--- src/rtl/cd_spi_csr.sv ---
// SPI mode-0 slave bridging an oversampled SPI link to a 32 x 8-bit CSR bus.
// Optional feature macro: CD_SPI_AUTO_INC_EN (header bit6 enables address auto-increment).
module cd_spi_csr #(
    parameter int SYNC_STAGES = 2
) (
    input  logic       clk,
    input  logic       reset_n,
    input  logic       spi_ss_n,
    input  logic       spi_sclk,
    input  logic       spi_mosi,
    output logic       spi_miso,
    output logic       spi_miso_oe,
    output logic [4:0] csr_address,
    output logic       csr_read,
    input  logic [7:0] csr_readdata,
    output logic       csr_write,
    output logic [7:0] csr_writedata
);

    typedef enum logic [1:0] {IDLE, HDR, DATA} state_t;

    state_t state, state_nxt;

    logic [SYNC_STAGES-1:0] sclk_sync, ss_sync, mosi_sync;
    logic       sclk_prev, ss_prev;
    logic       sclk_s, ss_s, mosi_s;
    logic       sclk_rise, sclk_fall, ss_fall;

    logic [2:0] bit_cnt;
    logic [6:0] rx_sr;
    logic [7:0] rx_byte;
    logic [7:0] tx_sr;
    logic       is_write;
    logic       inc_en;
    logic       inc_p1;
    logic       cap_after_inc;
    logic       cap_p2;

    logic       sample_en, hdr_done, byte_done, shift_en, tx_quiet;

    assign sclk_s    = sclk_sync[SYNC_STAGES-1];
    assign ss_s      = ss_sync[SYNC_STAGES-1];
    assign mosi_s    = mosi_sync[SYNC_STAGES-1];
    assign sclk_rise = sclk_s & ~sclk_prev;
    assign sclk_fall = ~sclk_s & sclk_prev;
    assign ss_fall   = ss_prev & ~ss_s;
    assign rx_byte   = {rx_sr, mosi_s};

    assign spi_miso_oe = ~ss_s;

    // Input synchronizers; chip select idles high so its flops reset to 1
    always_ff @(posedge clk or negedge reset_n) begin
        if (!reset_n) begin
            sclk_sync <= '0;
            ss_sync   <= '1;
            mosi_sync <= '0;
            sclk_prev <= 1'b0;
            ss_prev   <= 1'b1;
        end else begin
            sclk_sync <= {sclk_sync[SYNC_STAGES-2:0], spi_sclk};
            ss_sync   <= {ss_sync[SYNC_STAGES-2:0], spi_ss_n};
            mosi_sync <= {mosi_sync[SYNC_STAGES-2:0], spi_mosi};
            sclk_prev <= sclk_s;
            ss_prev   <= ss_s;
        end
    end

    always_ff @(posedge clk or negedge reset_n) begin
        if (!reset_n) state <= IDLE;
        else          state <= state_nxt;
    end

    always_comb begin
        state_nxt = state;
        case (state)
            IDLE:    if (ss_fall) state_nxt = HDR;
            HDR:     if (ss_s) state_nxt = IDLE;
                     else if (sclk_rise && bit_cnt == 3'd7) state_nxt = DATA;
            DATA:    if (ss_s) state_nxt = IDLE;
            default: state_nxt = IDLE;
        endcase
    end

    always_comb begin
        sample_en = 1'b0;
        hdr_done  = 1'b0;
        byte_done = 1'b0;
        shift_en  = 1'b0;
        tx_quiet  = 1'b1;
        if (!ss_s) begin
            case (state)
                HDR: begin
                    sample_en = sclk_rise;
                    hdr_done  = sclk_rise && bit_cnt == 3'd7;
                end
                DATA: begin
                    sample_en = sclk_rise;
                    byte_done = sclk_rise && bit_cnt == 3'd7;
                    // bit7 is presented by the capture; shifting starts after the first rising edge
                    shift_en  = !is_write && sclk_fall && bit_cnt != 3'd0;
                    tx_quiet  = is_write;
                end
                default: ;
            endcase
        end
    end

    // Receive path and header decode
    always_ff @(posedge clk or negedge reset_n) begin
        if (!reset_n) begin
            bit_cnt  <= 3'd0;
            rx_sr    <= 7'd0;
            is_write <= 1'b0;
            inc_en   <= 1'b0;
        end else begin
            if (state == IDLE)  bit_cnt <= 3'd0;
            else if (sample_en) bit_cnt <= bit_cnt + 3'd1;
            if (sample_en) rx_sr <= rx_byte[6:0];
            if (hdr_done) begin
                is_write <= rx_byte[7];
`ifdef CD_SPI_AUTO_INC_EN
                inc_en   <= rx_byte[6];
`else
                inc_en   <= 1'b0;
`endif
            end
        end
    end

    // Strobe sequencing: strobe cycle, then increment, then (reads) capture
    always_ff @(posedge clk or negedge reset_n) begin
        if (!reset_n) begin
            csr_address   <= 5'd0;
            csr_read      <= 1'b0;
            csr_write     <= 1'b0;
            csr_writedata <= 8'd0;
            inc_p1        <= 1'b0;
            cap_after_inc <= 1'b0;
            cap_p2        <= 1'b0;
        end else begin
            csr_read      <= byte_done & ~is_write;
            csr_write     <= byte_done & is_write;
            inc_p1        <= byte_done;
            cap_after_inc <= byte_done & ~is_write;
            cap_p2        <= (inc_p1 & cap_after_inc) | (hdr_done & ~rx_byte[7]);
            if (byte_done && is_write) csr_writedata <= rx_byte;
            if (hdr_done)                csr_address <= rx_byte[4:0];
            else if (inc_p1 && inc_en)   csr_address <= csr_address + 5'd1;
        end
    end

    // Transmit path
    always_ff @(posedge clk or negedge reset_n) begin
        if (!reset_n) begin
            tx_sr    <= 8'd0;
            spi_miso <= 1'b0;
        end else if (tx_quiet) begin
            tx_sr    <= 8'd0;
            spi_miso <= 1'b0;
        end else if (cap_p2) begin
            tx_sr    <= csr_readdata;
            spi_miso <= csr_readdata[7];
        end else if (shift_en) begin
            tx_sr    <= {tx_sr[6:0], 1'b0};
            spi_miso <= tx_sr[6];
        end
    end

endmodule

--- config.mk ---
export PLATFORM = sky130hd
export DESIGN_NAME = cd_spi_csr
export DESIGN_NICKNAME = d
export VERILOG_FILES = /design/src/rtl/cd_spi_csr.sv
export SDC_FILE = /design/constraint.sdc
export NUM_CORES = 1
export LEC_CHECK = 0
export BUFFER_PORTS_ARGS = -buffer_cell sky130_fd_sc_hd__clkbuf_2
export CAP_MARGIN = 20
export CORE_ASPECT_RATIO = 1.2
export CORE_MARGIN = 2
export CORE_UTILIZATION = 47
export CTS_CLUSTER_SIZE = 30
export DETAILED_ROUTE_END_ITERATION = 7
export GPL_ROUTABILITY_DRIVEN = 0
export GPL_TIMING_DRIVEN = 1
export PLACE_DENSITY = 0.66
export SYNTH_ARGS = -nofsm -noshare
export SYNTH_HDL_FRONTEND = slang
export SYNTH_SLANG_ARGS = --single-unit
--- constraint.sdc ---
create_clock -name clk -period 2.3 [get_ports clk]
set_input_delay 0.69 -clock clk [delete_from_list [all_inputs] [get_ports clk]]
set_output_delay 0.69 -clock clk [all_outputs]
set_load 0.03 [all_outputs]
==> results of run 1 <==
## path summary, 6_finish.rpt
kind                                   startpoint                            to  slack, ns  cells past startpoint
max                          ss_sync[1]$_DFF_PN1_                   spi_miso_oe       0.44                      2
min                          ss_sync[0]$_DFF_PN1_          ss_sync[1]$_DFF_PN1_       0.36                      0
max reg2reg                bit_cnt[0]$_DFFE_PN0P_  csr_writedata[4]$_DFFE_PN0P_       0.44                      6
min reg2reg                  ss_sync[0]$_DFF_PN1_          ss_sync[1]$_DFF_PN1_       0.36                      0
max in group asynchronous                 reset_n          ss_sync[1]$_DFF_PN1_       1.45                      2
min in group asynchronous                 reset_n          spi_miso$_DFFE_PN0P_       0.47                      2
## cells by family (layout without fill, tap and decap cells)
| kind of cell | count (synthesis) | after routing | synth area share (%) |
|---|---|---|---|
| DFF | 46 | 46 | 59.2 |
| and+or+nand+nor | 34 | 34 | 10.8 |
| AOI/OAI and AO/OA | 23 | 23 | 7.83 |
| muxes | 23 | 23 | 13.2 |
| buffers and inverters | 14 | 47 | 3.98 |
| adders and majority gates | 7 | 7 | 4.49 |
| xor gates and xnor gates | 1 | 1 | 0.449 |
## Yosys cell counts
| library cell | instances |
|---|---|
| buf_6 | 2 |
| o21a_1 | 1 |
| and2b_1 | 1 |
| nor2b_1 | 5 |
| mux2i_1 | 2 |
| nand2b_1 | 2 |
| nor3b_2 | 1 |
| a22o_1 | 1 |
| o21ai_0 | 8 |
| nand3b_4 | 1 |
| and4bb_1 | 1 |
| a21boi_1 | 1 |
| nand2_1 | 2 |
| buf_2 | 2 |
| or2_1 | 1 |
| dfrtp_1 | 43 |
| a221oi_1 | 1 |
| ha_1 | 7 |
| nor4_1 | 6 |
| inv_1 | 7 |
| o211ai_1 | 2 |
| a21o_1 | 1 |
| dfstp_2 | 3 |
| nand3_1 | 1 |
| nor2_1 | 11 |
| clkbuf_1 | 1 |
| mux2_1 | 21 |
| nor4bb_1 | 1 |
| a211oi_1 | 7 |
| buf_4 | 2 |
| xnor2_1 | 1 |
| o21ai_1 | 1 |
| nand3b_1 | 1 |
## critical path, delay by kind of cell (launching register included)
family	cells	cell delay (ns)
flops	1	0.62
buf+inv	2	0.26
## metal layers
metal / GRT usage (%) / part of all wire (%) / up-vias
met5: 0 / 0 / -
met4: 7.41 / 1.8 / 0
met3: 4.08 / 3.2 / 6
met2: 30.9 / 53 / 24
met1: 18.2 / 43 / 593
li1: - / - / 580
## registers in the layout, summed over array words and instances, names as in the netlist
register	flops
bit_cnt	3
cap_after_inc	1
cap_p2	1
csr_address	5
csr_write	1
csr_writedata	8
inc_p1	1
is_write	1
mosi_sync	2
rx_sr	7
sclk_prev	1
sclk_sync	2
spi_miso	1
ss_prev	1
ss_sync	2
state	2
tx_sr	7
## power by group through the flow
stage	registers [W]	logic (W)	clock network [W]
after floorplan	0.000931	0.000146	0
after detailed placement	0.000953	0.000201	0
final	0.000936	0.000197	0.000474
after global placement	0.000947	0.000183	0
after global routing	0.000949	0.000221	0.000525
after CTS	0.000938	0.000202	0.000491
## metrics by stage
step,setup slack (ns),power [W],utilization [%]
6_report,0.437,0.00161,56.0
2_1_floorplan,0.629,0.00108,-
5_1_grt,0.340,0.00169,56.0
4_1_cts,0.390,0.00163,56.0
3_3_place_gp,0.522,0.00113,53.9
3_5_place_dp,0.410,0.00115,53.9
## area by class of cell
type | count | area share [%]
flip-flops and latches | 46 | 51.9
multi-input cells | 88 | 32.5
repair buffers | 32 | 7.53
clock buffers | 6 | 3.26
well taps | 54 | 3.04
inverters | 7 | 1.18
clock inverters | 2 | 0.618
## cells in the final DEF (no fill, tap or decap), types with 2 or more instances in the layout
master | netlist | layout
nand2b_1 | 2 | 2
a211oi_1 | 7 | 7
nor2b_1 | 5 | 5
dfstp_2 | 3 | 3
buf_4 | 2 | 3
mux2_1 | 21 | 21
nor4_1 | 6 | 6
nand2_1 | 2 | 2
clkbuf_2 | 0 | 29
nor2_1 | 11 | 11
o211ai_1 | 2 | 2
clkbuf_8 | 0 | 5
dfrtp_1 | 43 | 43
inv_1 | 7 | 7
mux2i_1 | 2 | 2
ha_1 | 7 | 7
o21ai_0 | 8 | 8
==> impl_summary.md, run 1 <==
Detailed routing
In the final routed layout, each cell accounts on average for 14.2 µm. The final wirelength is around 3300 µm. For this block, the initial DRC count from the detailed router was 27. Once detail routing completed, the nets flagged for antenna violations numbered 0. The number of vias after detailed routing is 1,203. In the routed design, unresolved DRC markers number 0. The number of detailed-routing iterations run before antenna repair is 4. The via count normalized by instance count is slightly above 5.

Yosys
The post-synthesis instance area is just under 2000 µm². The synthesis-stage register bit count is 46. In this run the biggest area consumer among cell types represents 55.2% of the synthesized area. The number of nets in the synthesized netlist is 168. Yosys mapped the design onto 33 distinct sky130hd cell types. The fraction of the yosys area taken by sequential cells is between 50% and 60%. After technology mapping, the gate count stands at approximately 150. The yosys synthesis warning count is 0. A synthesized cell averages 13.2 µm².

Sorting the synthesized cells by area gives the leading types as dfrtp_1 (55%), mux2_1 (12%), ha_1 (4.5%), dfstp_2 (4.0%), a211oi_1 (2.7%). Summed over all instances, the cell type with the most area after synthesis is dfrtp_1.

Clock tree
Counting along the longest clock path gives a buffer depth of 2. Buffers added to address setup during post-CTS repair amount to 0. The later pin in the worst-skew pair is clocked with a latency of between 0.2 and 0.3 ns.

The H-tree depth reported by CTS is 2. The clock-pin slew on the worst setup and hold paths is approximately 0.08 ns. The number of buffers created by CTS is 5.

CTS placed an instance of clkbuf_8 at the clock tree root. TritonCTS built the clock tree. The sink count of the clock tree is between 40 and 50.

The post-cts gate resize count is 0. The count of hold-fix buffers inserted at cts is 0.

Die
The top-level I/O count is 30. The total core area is between 3000 and 4000 µm². The die covers between 4000 and 5000 µm². The row count is 25.

Once the floorplan was initialized, standard cells occupied 49.1% of the core. The die extent in x is 62.8 µm. The die height is ~75 µm.

Power and ir drop
The internal power is approximately 0.0012 W. In this run, the combinational gates consume about an eighth of the power. Of the total power, the share spent switching nets is a little over a quarter. Sequential cells account for about three fifths of the total power. Summed over all nets, the switching power comes to ~0.00043 W. The maximum vdd ir drop is between 0.5 and 0.6 mV. The clock network accounts for between 20% and 30% of the total power.

Power spread over the standard cell area amounts to approximately 720 nW/µm². Summed over all cells, the static leakage comes to approximately 1.1 nW.

Worst setup path
The required time of the worst setup path is between 1.5 and 2 ns. The worst setup path is captured at an output port. The largest individual stage delay along the critical path comes from the cell dfstp_2. Data arrives at the worst endpoint at between 1 and 1.5 ns. The kind of critical path is flip-flop to output port. In this design, the stage delay of the slowest critical-path cell is roughly 0.62 ns. The critical path goes through inv_1 > clkbuf_2.

The largest driver fanout on the critical path is 8. The worst setup path is launched from a flip-flop.

GRT
The number of global-route vias before repair is 1,317. Global routing used about 17% of the available tracks. Entering global routing, the biggest net connects between 40 and 50 pins. The initial antenna violation count is 0. The total global routing overflow is 0. The first global-routing pass estimated between 5000 and 6000 µm of wire.

Timing
The final-report max-slew violation count is 0. Setup repair after global routing left no endpoint under its margin. Setup violations remaining at the end of the flow were counted as 0. The number of endpoints with negative hold slack in the final report is 0. The final critical path takes up between 80% and 90% of the cycle.

At the pin with the least slew margin, the transition time is ~0.55 ns. For the final routed database, the setup TNS stands at 0 ns. In this run the tightest slew margin relative to its limit is a little over three fifths. Based on the critical path, the design can be clocked at up to roughly 540 MHz.

The maximum clock skew at final layout is ~0.0028 ns. The final critical delay including setup and external delays is about 1.9 ns. The final-layout worst hold slack is 0.360 ns.

Finish
The total of fill cells in the finished design is approximately 380. The diode insertion count for antenna repair is 0. The post-route netlist has about a quarter of its cells at a drive strength greater than 1. Summing all non-filler instances in the final layout gives an area of about 2200 µm².

Registers take around 1200 µm². From synthesis to final layout, the design area changed by 14.2%. Leaving out filler cells and counting taps, the final layout contains about 240. The number of nets in the layout is 200.

In the final layout, the multi-input gates occupy slightly above 700 µm².

Job
The number of maximum-capacitance constraint violations is 0.

Placed design
After detailed placement, the total cell area comes to ~2100 µm². The count of placed standard cells including taps is ~230. The count of buffers inserted at the top-level ports is 29. The total half-perimeter wirelength after legalization and detailed placement is 2490 µm.

Status
The run finished with clean final reports.

Min path
The tightest min-delay check is of the flip-flop to flip-flop type.
(Power assumes the default switching activity.)
==> run 2: changes to the inputs <==
Settings changed: PLACE_DENSITY 0.66 to 0.69.
Clock period 2.3 ns to 1.5 ns, I/O delays scaled along.
==> run 2 against run 1 <==
The flow now finishes with violations (setup timing). Die area unchanged. Final cell count rose by 9.8%. Power rose by 85%. Final area increased by 23%. Clock skew rose by 0.0018 ns. Clock power grew 86%. Sequential cell count unchanged. Critical endpoint is now csr_writedata[3]$_DFFE_PN0P_.
==> impl_summary.md, run 2 (synthesis gave the netlist of run 1 again) <==
Detailed routing
The number of detailed-routing iterations run before antenna repair is 4. The routed design has approximately 4200 µm of wire. The via count normalized by instance count is ~5.2. In the routed design, unresolved DRC markers number 0. The average detailed-routed wire length per instance is 16.3 µm. The number of design-rule violations left by the first detailed-router iteration is 34. The number of vias after detailed routing is ~1,300. The residual antenna-violating net count after detailed routing is 0.

GRT
The most utilized layer in the global route result is met2. Global routing consumed, on the met3 layer, under 10% of the routing resources. The largest net degree at the start of global routing is 47. The number of global-route vias before repair came to around 1,400. Global routing finished with a remaining overflow of 0. The initial antenna violation count was 0. For this run, the total global-route usage over all layers was measured as 18.9%. In the global route stage, met2 resource usage came out at a little over a third. The first global-routing pass estimated approximately 6600 µm of wire. The met1 usage is about a fifth.

Clock tree
TritonCTS built the clock tree. The number of buffers created by CTS is 5. Clock tree synthesis found a total of 46 sinks. The later-pin clock latency in the skew report is between 0.2 and 0.3 ns. The clock-pin slew on the worst setup and hold paths is roughly 0.08 ns. Clock tree synthesis selected as its root buffer the cell clkbuf_8.

The H-tree depth reported by CTS is 2. The count of hold-fix buffers inserted at cts is 0. The deepest clock path buffer count is 2.

Timing
Setup slack on the critical path of the routed design comes to -0.210 ns. For this run, the top clock speed supported by timing is about 580 MHz. Setup violations remaining at the end of the flow were counted as 25. For the pin with the worst max-slew slack, the measured transition is ~0.31 ns. The final critical delay including setup and external delays is 1.71 ns.

Setup repair after global routing could not meet its margin everywhere. The number of endpoints with negative hold slack in the final report was 0. The setup TNS is -3.43 ns.

The worst path uses 114% of the clock period. The worst pin sits at a relative slew slack of approximately four fifths. The final-layout worst hold slack is roughly 0.13 ns.

The maximum clock skew at final layout is between 0.004 and 0.005 ns. The final-report max-slew violation count is 0.

Worst setup path
STA classifies the critical path startpoint as a flip-flop. The worst register-to-register path ends at csr_writedata[3]$_DFFE_PN0P_. The kind of critical path is flip-flop to flip-flop. The required time of the worst setup path is around 1.7 ns. The setup check on the worst reg-to-reg path leaves a slack of -0.21 ns. The number of cells on the worst reg-to-reg path is 6. The startpoint identified for the worst register-to-register timing path is bit_cnt[1]$_DFFE_PN0P_.

Data on the critical path arrives at its endpoint at approximately 1.9 ns. STA classifies the critical path endpoint as a flip-flop. Along the worst path, the maximum fanout reaches 4.

Finish
The number of flip-flops in the largest register is 8. The synthesis-to-layout area growth is 40.4%. In the layout the commonest cells are dfrtp_1 (42), clkbuf_2 (28), mux2_4 (21), buf_4 (18), nor2_1 (11). The leading cell type in the layout, fill and taps excluded is dfrtp_1. The number of nets in the layout is between 200 and 250. The repair_antennas step left the layout with diodes totalling 0. csr_writedata holds more flip-flops than any other register. The largest registers in the layout are csr_writedata (8), rx_sr (7), tx_sr (7). The fraction of final layout cells sized beyond drive strength 1 is 56.9%.

Placed design
The minimum setup slack after placement is -0.252 ns. The total half-perimeter wirelength after legalization and detailed placement is around 2700 µm. The count of buffers inserted at the top-level ports is 29.

Die
The floorplan step set the die height to about 75 µm. The row count is 25. The top-level I/O count is 30. The floorplan die area is around 4700 µm². The initial core utilization is roughly half. The floorplan step set the die width to ~63 µm. The core region is slightly below 4000 µm².

Status
The checks that failed: setup timing. The run finished, with violations left.

Power and ir drop
The completed layout was analyzed and its total power is 0.00297 W. The leakage power is 1.26 nW. The cell area power density is 1080 nW/µm². Across the VDD grid, the largest voltage drop is between 0.7 and 0.8 mV.

Min path
The tightest min-delay check is of the primary input to async pin type.

Job
The tool flagged a number of max-cap violations equal to 0.
## run 2: cell count changes in the layout (fill, tap and decap cells not counted), sizes merged
cell | previous run | this run
bufinv | 0 | 1
buf | 3 | 26
clkbuf | 35 | 36
clkinv | 2 | 0
## run 2: critical path, stage by stage, from the launching register on
cell and delay (ns):
dfrtp_1 0.40, ha_4 0.16, ha_4 0.13, nand3b_4 0.09
nor4bb_4 0.33, buf_4 0.20, mux2_4 0.30
## run 2: layout make-up
cell class	instances	area, µm²
multi-input combinational	88	968
tap	54	67.6
clock buffer	7	76.3
fill	289	1240
clock inverter	1	30.0
timing repair buffer	55	412
inverter	7	26.3
sequential	46	1160
## run 2: worst max path at each step
stage / startpoint / cells past startpoint / slack (ns) / end
4_1_cts: bit_cnt[0]$_DFFE_PN0P_ / 6 / -0.24 / csr_writedata[6]$_DFFE_PN0P_
2_1_floorplan: bit_cnt[0]$_DFFE_PN0P_ / 6 / -0.17 / csr_writedata[0]$_DFFE_PN0P_
3_3_place_gp: bit_cnt[1]$_DFFE_PN0P_ / 6 / -0.17 / csr_writedata[5]$_DFFE_PN0P_
5_1_grt: bit_cnt[1]$_DFFE_PN0P_ / 6 / -0.29 / csr_writedata[3]$_DFFE_PN0P_
6_report: bit_cnt[1]$_DFFE_PN0P_ / 6 / -0.21 / csr_writedata[3]$_DFFE_PN0P_
3_5_place_dp: bit_cnt[0]$_DFFE_PN0P_ / 6 / -0.25 / state[0]$_DFFE_PN0P_
## run 2: per-stage QoR
| step | std cells | area (µm²) | util (%) |
|---|---|---|---|
| after global routing | 258 | 2740 | 68.9 |
| after global placement | 241 | 2290 | 57.6 |
| after floorplan | 148 | 1970 | - |
| final | 258 | 2740 | 68.9 |
| after CTS | 253 | 2520 | 63.5 |
| after detailed placement | 241 | 2290 | 57.6 |
## run 2: per-layer routing
layer,wire length [µm],vias to the layer above,share of wire [%]
met3,136,5,3.2
met1,1770,680,42
li1,-,626,-
met4,53,0,1.3
met5,0,-,0
met2,2240,25,53
## run 2: power breakdown
| part | switching (W) | internal (W) | leakage (nW) | total [W] |
|---|---|---|---|---|
| Clock | 0.000384 | 0.000498 | 0.0524 | 0.000882 |
| Sequential | 0.000102 | 0.00135 | 0.611 | 0.00145 |
| Combinational | 0.000256 | 0.000382 | 0.593 | 0.000638 |
## run 2: repair_timing
action	in CTS	in global routing
gates resized for setup	23	38
setup endpoints to repair	30	34
cloned	1	1
pin swaps	3	6
buffers inserted	3	5
